File: src/rtl/rv32_prog_loader_if.sv
// rv32_prog_loader_if: byte-stream input and imem/dmem programming port of the loader.
interface rv32_prog_loader_if #(
   parameter int ADDR_W = 12
);
   logic [7:0]        rx_data;
   logic              rx_valid;
   logic              rx_ready;
   logic [ADDR_W-1:0] imem_addr;
   logic [31:0]       imem_data;
   logic              imem_w_en;
   logic [ADDR_W-1:0] dmem_addr;
   logic [31:0]       dmem_data;
   logic              dmem_w_en;
   modport master (
      input  rx_data, rx_valid,
      output rx_ready, imem_addr, imem_data, imem_w_en, dmem_addr, dmem_data, dmem_w_en
   );
   modport slave (
      output rx_data, rx_valid,
      input  rx_ready, imem_addr, imem_data, imem_w_en, dmem_addr, dmem_data, dmem_w_en
   );
endinterface

File: src/rtl/rv32_prog_loader.sv
// rv32_prog_loader: framed byte-stream loader writing imem/dmem and holding the core in reset.
// Optional trailing XOR checksum byte enabled by PITO_LOADER_CKSUM_EN.
module rv32_prog_loader #(
   parameter int ADDR_W = 12
) (
   input  logic               rv32_io_clk,
   input  logic               rv32_io_rst_n,
   rv32_prog_loader_if.master bus,
   output logic               program_o,
   output logic               core_rst_n_o,
   output logic               busy_o,
   output logic               err_o
);
   typedef enum logic [3:0] {SYNC, CMD, ADDR0, ADDR1, CNT0, CNT1, DATA, WRITE
`ifdef PITO_LOADER_CKSUM_EN
      , CKSUM
`endif
   } state_t;
`ifdef PITO_LOADER_CKSUM_EN
   localparam state_t FIN = CKSUM;
`else
   localparam state_t FIN = SYNC;
`endif
   state_t            state_q, state_d;
   logic              tgt_q, tgt_d;
   logic [7:0]        lo_q, lo_d;
   logic [ADDR_W-1:0] wa_q, wa_d;
   logic [15:0]       cnt_q, cnt_d;
   logic [31:0]       word_q, word_d;
   logic [1:0]        bc_q, bc_d;
   logic [ADDR_W-1:0] ia_q, ia_d, da_q, da_d;
   logic [31:0]       id_q, id_d, dd_q, dd_d;
   logic              iwe_q, iwe_d, dwe_q, dwe_d;
   logic              rdy_q, rdy_d, prog_q, prog_d, crst_q, crst_d, busy_q, busy_d, err_q, err_d;
   logic              acc;
   logic [7:0]        b;
   logic [31:0]       wnext;
   assign acc   = bus.rx_valid && rdy_q;
   assign b     = bus.rx_data;
   assign wnext = {b, word_q[31:8]};
`ifdef PITO_LOADER_CKSUM_EN
   logic [7:0] cs_q, cs_d;
   always_comb begin
      cs_d = cs_q;
      if (acc && state_q == CMD) cs_d = b;
      else if (acc && state_q inside {ADDR0, ADDR1, CNT0, CNT1, DATA}) cs_d = cs_q ^ b;
   end
   always_ff @(posedge rv32_io_clk or negedge rv32_io_rst_n)
      if (!rv32_io_rst_n) cs_q <= '0;
      else cs_q <= cs_d;
`endif
   always_comb begin
      state_d = state_q;
      tgt_d   = tgt_q;
      lo_d    = lo_q;
      wa_d    = wa_q;
      cnt_d   = cnt_q;
      word_d  = word_q;
      bc_d    = bc_q;
      ia_d    = ia_q;
      id_d    = id_q;
      da_d    = da_q;
      dd_d    = dd_q;
      iwe_d   = 1'b0;
      dwe_d   = 1'b0;
      prog_d  = prog_q;
      crst_d  = crst_q;
      err_d   = err_q;
      if (state_q == WRITE) begin
         wa_d    = wa_q + ADDR_W'(1);
         cnt_d   = cnt_q - 16'd1;
         state_d = (cnt_q == 16'd1) ? FIN : DATA;
      end else if (acc) begin
         case (state_q)
            SYNC: state_d = (b == 8'hA5) ? CMD : SYNC;
            CMD: begin
               state_d = SYNC;
               if (b == 8'h01 || b == 8'h02) begin
                  tgt_d   = b[1];
                  prog_d  = 1'b1;
                  crst_d  = 1'b0;
                  state_d = ADDR0;
               end else if (b == 8'h03) begin
                  prog_d = 1'b0;
                  crst_d = 1'b1;
               end else err_d = 1'b1;
            end
            ADDR0: begin
               lo_d    = b;
               state_d = ADDR1;
            end
            ADDR1: begin
               wa_d    = ADDR_W'({b, lo_q});
               state_d = CNT0;
            end
            CNT0: begin
               lo_d    = b;
               state_d = CNT1;
            end
            CNT1: begin
               cnt_d   = {b, lo_q};
               bc_d    = 2'd0;
               state_d = ({b, lo_q} == 16'd0) ? FIN : DATA;
            end
            DATA: begin
               word_d = wnext;
               bc_d   = bc_q + 2'd1;
               // the fourth byte lands the word straight into the selected port registers
               if (bc_q == 2'd3) begin
                  state_d = WRITE;
                  ia_d    = tgt_q ? ia_q : wa_q;
                  id_d    = tgt_q ? id_q : wnext;
                  iwe_d   = !tgt_q;
                  da_d    = tgt_q ? wa_q : da_q;
                  dd_d    = tgt_q ? wnext : dd_q;
                  dwe_d   = tgt_q;
               end
            end
`ifdef PITO_LOADER_CKSUM_EN
            CKSUM: begin
               err_d   = err_q | (b != cs_q);
               state_d = SYNC;
            end
`endif
            default: state_d = SYNC;
         endcase
      end
      rdy_d  = state_d != WRITE;
      busy_d = state_d != SYNC;
   end
   always_ff @(posedge rv32_io_clk or negedge rv32_io_rst_n)
      if (!rv32_io_rst_n) begin
         state_q <= SYNC;
         tgt_q   <= 1'b0;
         lo_q    <= '0;
         wa_q    <= '0;
         cnt_q   <= '0;
         word_q  <= '0;
         bc_q    <= '0;
         ia_q    <= '0;
         id_q    <= '0;
         da_q    <= '0;
         dd_q    <= '0;
         iwe_q   <= 1'b0;
         dwe_q   <= 1'b0;
         rdy_q   <= 1'b1;
         prog_q  <= 1'b0;
         crst_q  <= 1'b0;
         busy_q  <= 1'b0;
         err_q   <= 1'b0;
      end else begin
         state_q <= state_d;
         tgt_q   <= tgt_d;
         lo_q    <= lo_d;
         wa_q    <= wa_d;
         cnt_q   <= cnt_d;
         word_q  <= word_d;
         bc_q    <= bc_d;
         ia_q    <= ia_d;
         id_q    <= id_d;
         da_q    <= da_d;
         dd_q    <= dd_d;
         iwe_q   <= iwe_d;
         dwe_q   <= dwe_d;
         rdy_q   <= rdy_d;
         prog_q  <= prog_d;
         crst_q  <= crst_d;
         busy_q  <= busy_d;
         err_q   <= err_d;
      end
   assign bus.rx_ready  = rdy_q;
   assign bus.imem_addr = ia_q;
   assign bus.imem_data = id_q;
   assign bus.imem_w_en = iwe_q;
   assign bus.dmem_addr = da_q;
   assign bus.dmem_data = dd_q;
   assign bus.dmem_w_en = dwe_q;
   assign program_o     = prog_q;
   assign core_rst_n_o  = crst_q;
   assign busy_o        = busy_q;
   assign err_o         = err_q;
endmodule

File: src/flat_wrapper.sv
// flat-port wrapper written by rule: the top's interface ports become plain ports
module rv32_prog_loader_flat 
#(
   parameter int ADDR_W = 12
)
  (rv32_io_clk, rv32_io_rst_n, program_o, core_rst_n_o, busy_o, err_o, bus_rx_data, bus_rx_valid, bus_rx_ready, bus_imem_addr, bus_imem_data, bus_imem_w_en, bus_dmem_addr, bus_dmem_data, bus_dmem_w_en);
  rv32_prog_loader_if #(.ADDR_W(ADDR_W)) bus_i ();
  input  logic rv32_io_clk;
  input  logic rv32_io_rst_n;
  output logic program_o;
  output logic core_rst_n_o;
  output logic busy_o;
  output logic err_o;
  input wire logic [$bits(bus_i.rx_data)-1:0] bus_rx_data;
  input wire logic [$bits(bus_i.rx_valid)-1:0] bus_rx_valid;
  output wire logic [$bits(bus_i.rx_ready)-1:0] bus_rx_ready;
  output wire logic [$bits(bus_i.imem_addr)-1:0] bus_imem_addr;
  output wire logic [$bits(bus_i.imem_data)-1:0] bus_imem_data;
  output wire logic [$bits(bus_i.imem_w_en)-1:0] bus_imem_w_en;
  output wire logic [$bits(bus_i.dmem_addr)-1:0] bus_dmem_addr;
  output wire logic [$bits(bus_i.dmem_data)-1:0] bus_dmem_data;
  output wire logic [$bits(bus_i.dmem_w_en)-1:0] bus_dmem_w_en;
  assign bus_i.rx_data = bus_rx_data;
  assign bus_i.rx_valid = bus_rx_valid;
  assign bus_rx_ready = bus_i.rx_ready;
  assign bus_imem_addr = bus_i.imem_addr;
  assign bus_imem_data = bus_i.imem_data;
  assign bus_imem_w_en = bus_i.imem_w_en;
  assign bus_dmem_addr = bus_i.dmem_addr;
  assign bus_dmem_data = bus_i.dmem_data;
  assign bus_dmem_w_en = bus_i.dmem_w_en;
  rv32_prog_loader #(.ADDR_W(ADDR_W)) u_core (.rv32_io_clk(rv32_io_clk), .rv32_io_rst_n(rv32_io_rst_n), .bus(bus_i), .program_o(program_o), .core_rst_n_o(core_rst_n_o), .busy_o(busy_o), .err_o(err_o));
endmodule
File: config.mk
export PLATFORM = sky130hd
export DESIGN_NAME = rv32_prog_loader_flat
export DESIGN_NICKNAME = d
export VERILOG_FILES = /design/src/rtl/rv32_prog_loader_if.sv /design/src/rtl/rv32_prog_loader.sv /design/src/flat_wrapper.sv
export SDC_FILE = /design/constraint.sdc
export NUM_CORES = 1
export LEC_CHECK = 0
export ABC_CLOCK_PERIOD_IN_PS = 3000
export CAP_MARGIN = 15
export CORE_UTILIZATION = 33
export CTS_CLUSTER_DIAMETER = 150
export DETAILED_ROUTE_END_ITERATION = 10
export DONT_BUFFER_PORTS = 1
export HOLD_SLACK_MARGIN = 0.15
export PLACE_DENSITY = 0.54
export SLEW_MARGIN = 20
export SYNTH_ARGS = -nofsm -noshare
export SYNTH_HDL_FRONTEND = slang
export SYNTH_SLANG_ARGS = --single-unit
File: constraint.sdc
create_clock -name rv32_io_clk -period 3 [get_ports rv32_io_clk]
set_clock_uncertainty 0.1 [all_clocks]
set_input_delay 0.3 -clock rv32_io_clk [delete_from_list [all_inputs] [get_ports rv32_io_clk]]
set_output_delay 0.3 -clock rv32_io_clk [all_outputs]
set_load 0.005 [all_outputs]
* Word level (Yosys, flattened, before mapping)
Index checks and enable logic that the tools add are counted.
Word-level totals: bits in registers 170, logic and storage cells 88, output and inout port bits 95, input bits 11
Cells by class: equal/unequal tests 14, mux-type cells 27, bitwise operators 4, reductions and logical operators 22, add/sub/neg operators 3
Operator list (count):
- two-way mux 16 bit | 3
- two-way mux 12 bit | 3
- case mux 4 bit (7 select lines) | 1
- equality test 16 x 1 -> 1 bit (second input constant) | 1
- equality test 4 x 3 -> 1 bit (second input constant) | 4
- equality test 8 x 2 -> 1 bit (second input constant) | 2
- logical NOT 16 bit | 1
- subtractor 16 x 1 -> 16 bit (second input constant) | 1
- AND reduction 5 bit | 3
- two-way mux 1 bit | 13
- adder 12 x 1 -> 12 bit (second input constant) | 1
- two-way mux 4 bit | 3
- nonzero test 2 bit | 5
- AND reduction 3 bit | 3
- equality test 4 x 2 -> 1 bit (second input constant) | 2
- equality test 8 x 1 -> 1 bit (second input constant) | 1
- equality test 8 bit (second input constant) | 1
- AND reduction 4 bit | 2
- two-way mux 3 bit | 2
- equality test 4 x 1 -> 1 bit (second input constant) | 1
- logical NOT 4 bit | 1
- inequality test 4 x 3 -> 1 bit (second input constant) | 1
- inverter 1 bit | 4
- case mux 2 bit (2 select lines) | 1
- 9 further kinds | 10

* Depth between registers and ports, before layout
depth in word-level cells 7, mapped depth 7, depth with buffers taken out 7

* Worst setup path before layout
No wires, ideal clock.
path type register to register, from reg u_core.cnt_q[0], to reg u_core.cnt_q[8], path slack 0.802 ns, buffers on the path 0, library setup time 0.121 ns, stages on the path, launching flop included 8, period minus slack after synthesis 2.198 ns, arrival 1.977 ns, data required time 2.779 ns, path through dfrtp_1 inv_1 ha_1 or3b_1 or4_1 o21ai_0 nand2_1 a22o_1
Between the ends: word-level cells in the longest chain between the ends 2
RTL lines:
- start, declared | line rv32_prog_loader.sv:28 | logic [15:0] cnt_q, cnt_d;
- start signal, assigned | line rv32_prog_loader.sv:156 | cnt_q <= cnt_d;
- subtractor 16 x 1 -> 16 bit | line rv32_prog_loader.sv:71 | cnt_d = cnt_q - 16'd1;
- two-way mux 16 bit | line rv32_prog_loader.sv:69 | if (state_q == WRITE) begin
Every way passes these cells. A chain may end at the register's enable or synchronous reset.

* Worst setup path after layout
Same ends and word-level chain as after synthesis.

==> metrics.yaml <==
fin_crit_ps: 2440
gr-usage-met2_pct: 25.8
boundaryPins: 106
crit_path_max_incr_delay_ps: 530
dieArea_um2: 21600
yosysWarnings: 0
synth_area_um2: 6930
yosysSeqAreaShare_pct: 58.5
slew_headroom_pct: 50.7
via_per_inst: 5.33
std_cell_rows: 52
via_count: 4460
final_nets: 569
cp-end-kind: "register"
cts-root-buf: "clkbuf_16"
final_area_um2: 7920
busiest_layer: "met2"
antennaDiodeCount: 0
combPwrFrac_pct: 21.6
status: "complete, but fails checks"
antenna_left: 0
die_w_um: 147
async_flop_share_pct: 100
p_int_mw: 5.02
crit_arrival_ps: 2660
crit_family: "simple AND/OR/NAND/NOR gates"
antenna_found_initial: 0
failed_checks: "hold timing"
cellPowerDensity_nw_per_um2: 958
drcViolationCount: 0
p_sw_mw: 2.57
routedWlPerCell_um: 19.7
core_um2: 20400
hold_path_class: "in2async"
grt_pass1_wl_mm: 26.9
setup_viol: 0
area_delta_synth_final_pct: 14.3
max-cap-violations: 0
cts_resized: 0
drive_gt1_share_pct: 30.5
start_util_pct: 33.9
rsz0062_at_grt: "false"
insertion_delay_ps: 430
netlist_instances: 549
cp_cell_sequence: "inv_1, ha_1, or3b_1, or4_1, o21ai_0, nand2_1, a22o_1"
crit_buf_inv: 1
required_ps: 3220
grt_max_degree: 163
crit_path_top_delay_cell: "or4_1"
synth.distinct_cells: 64
finalCritPeriodShare_pct: 81.3
dr.pass1.iters: 5
gp_congestion: 0.801
die_h_um: 147
hold_slack_ps: -534
grt_util_met3_pct: 4.35
worstPathMaxFanout: 8
synth-seq-cells: 162
cts_hold_buffers: 8
max_freq_mhz: 410
synth_edf_count: 0
numPortBuffers: 0
tightest_slew_ps: 736
finalCoreUtilization_pct: 38.8
clock-sinks: 162
setup_tns_ps: 0
power_mw: 7.59
dpl-instance-area_um2: 7230
use_met1_pct: 21.1
p_sw_share_pct: 33.8
wl_mm: 16.5
critPathKind: "reg2reg"
vdd_drop_max_uv: 379
critPathLaunchType: "register"
synth_ff_type: "dfrtp_1"
grt.overflow.total: 0
seqPwrFrac_pct: 49.1
cts_tree: "yes"
power.leakage_nw: 3.49
htree_levels: 4
cts_made_buffers: 17
clockPowerShare_pct: 29.3
grt.total_usage_pct: 16.2
avgSynthCellArea_um2: 12.6
dp_hpwl_mm: 10.7
clkTransAtPathRegs_ps: 70
hold_viol_final: 162
postCtsSetupBuffers: 0
grt_pass1_vias: 4542
syn-num-nets: 564
drt_first_iter_violations: 288
final-max-slew-violation-count: 0
cts.path.max_buffers: 2
## logic make-up (layout without fill, tap and decap cells)
logic type                 after synthesis  in the layout  synth area share (%)
DFF                                    162            162                  58.5
muxes                                  118            118                  19.2
and+or+nand+nor                        116            116                  8.99
AOI/OAI and AO/OA                      107            107                  9.95
buffers and inverters                   40             58                  2.38
adders and majority gates                4              4                 0.722
xor gates and xnor gates                 2              2                 0.253
## path summary, 6_finish.rpt
check	endpoint	startpoint	cells after the start	slack, ps
hold / removal	u_core.busy_o	rv32_io_rst_n	0	-530
hold reg to reg	u_core.cnt_q[11]	u_core.cnt_q[11]	2	420
setup reg to reg	u_core.cnt_q[8]	u_core.cnt_q[0]	7	560
min in group rv32_io_clk	u_core.err_o	bus_rx_data[2]	4	180
max in group asynchronous	u_core.wa_q[6]	rv32_io_rst_n	0	3050
setup / recovery	u_core.cnt_q[8]	u_core.cnt_q[0]	7	560
## worst register-to-register path, delay by kind of cell (launching register included)
family	cells	cell delay, ps
AO/OA/AOI/OAI	2	420
buffers and inverters	1	100
adder cells (fa/ha/maj)	1	180
flip-flops	1	470
AND/OR/NAND/NOR	3	1060
## cells in the mapped netlist (4+ instances only)
cell	number	share of area, %
or4_1	4	0.43
clkbuf_1	15	0.81
mux2_2	118	19
nand3_1	9	0.65
or3_1	4	0.36
o22ai_1	7	0.63
buf_2	11	0.79
nor3_1	10	0.72
a2bb2oi_1	4	0.51
dfrtp_1	161	58
nand2_1	34	1.8
nor4_1	7	0.63
inv_1	10	0.54
o21ai_0	30	2.2
a22o_1	4	0.51
nor2_1	20	1.1
a21oi_1	29	2.1
ha_1	4	0.72
## power groups by stage
stage | combinational (mW) | clock [mW] | sequential, mW
floorplan | 1.41 | 0 | 3.43
global placement | 1.55 | 0 | 3.75
detailed placement | 1.62 | 0 | 3.77
CTS | 1.65 | 2.28 | 3.74
global route | 1.83 | 2.36 | 3.87
finish | 1.64 | 2.22 | 3.73
## through the flow
step,worst slack [ps],cells
after floorplan,802,549
final,561,837
after CTS,574,837
after global placement,629,796
after global routing,450,837
after detailed placement,571,797
## flip-flops by register name, indices dropped and copies added, names as in the netlist, 2 cells and up
signal	cells
u_core.state_q	4
u_core.bus.imem_data	32
u_core.word_q	24
u_core.cnt_q	16
u_core.bus.imem_addr	12
u_core.bus.dmem_data	32
u_core.bc_q	2
u_core.wa_q	12
u_core.lo_q	8
u_core.bus.dmem_addr	12
## layer usage
| layer | part of all wire [%] | vias up | routed length, um |
|---|---|---|---|
| li1 | - | 2032 | - |
| met1 | 44 | 2270 | 7330 |
| met2 | 49 | 137 | 8020 |
| met3 | 5.5 | 21 | 913 |
| met4 | 1.6 | 0 | 259 |
| met5 | 0 | - | 0 |
## layout make-up
cell class              instances  area [um2]
inverters                      10        37.5
flip-flops and latches        162        4060
multi-input cells             347        2710
fillers                      1960       12500
well taps                     270         338
repair buffers                 16         165
clock buffers                  17         425
clock inverters                15         190
## cell usage in the layout, fill, tap and decap left out, types with 3 or more instances in the layout
cell           instances
or4_1                  4
nor4_1                 7
dfrtp_1              161
buf_4                  6
a2bb2oi_1              4
dlygate4sd3_1          8
a31oi_1                3
nand2_1               34
ha_1                   4
clkbuf_16             17
inv_1                 10
inv_8                  4
a21oi_1               29
clkinv_8               4
clkinv_4               3
and2_1                 3
nor2_1                19
mux2_2               118
nand3_1                9
nor3_1                10
or3_1                  4
and3_1                 3
o21ai_0               30
a22o_1                 4
o21a_1                 3
o22ai_1                7
No activity file was read; power rests on OpenSTA's default activity.
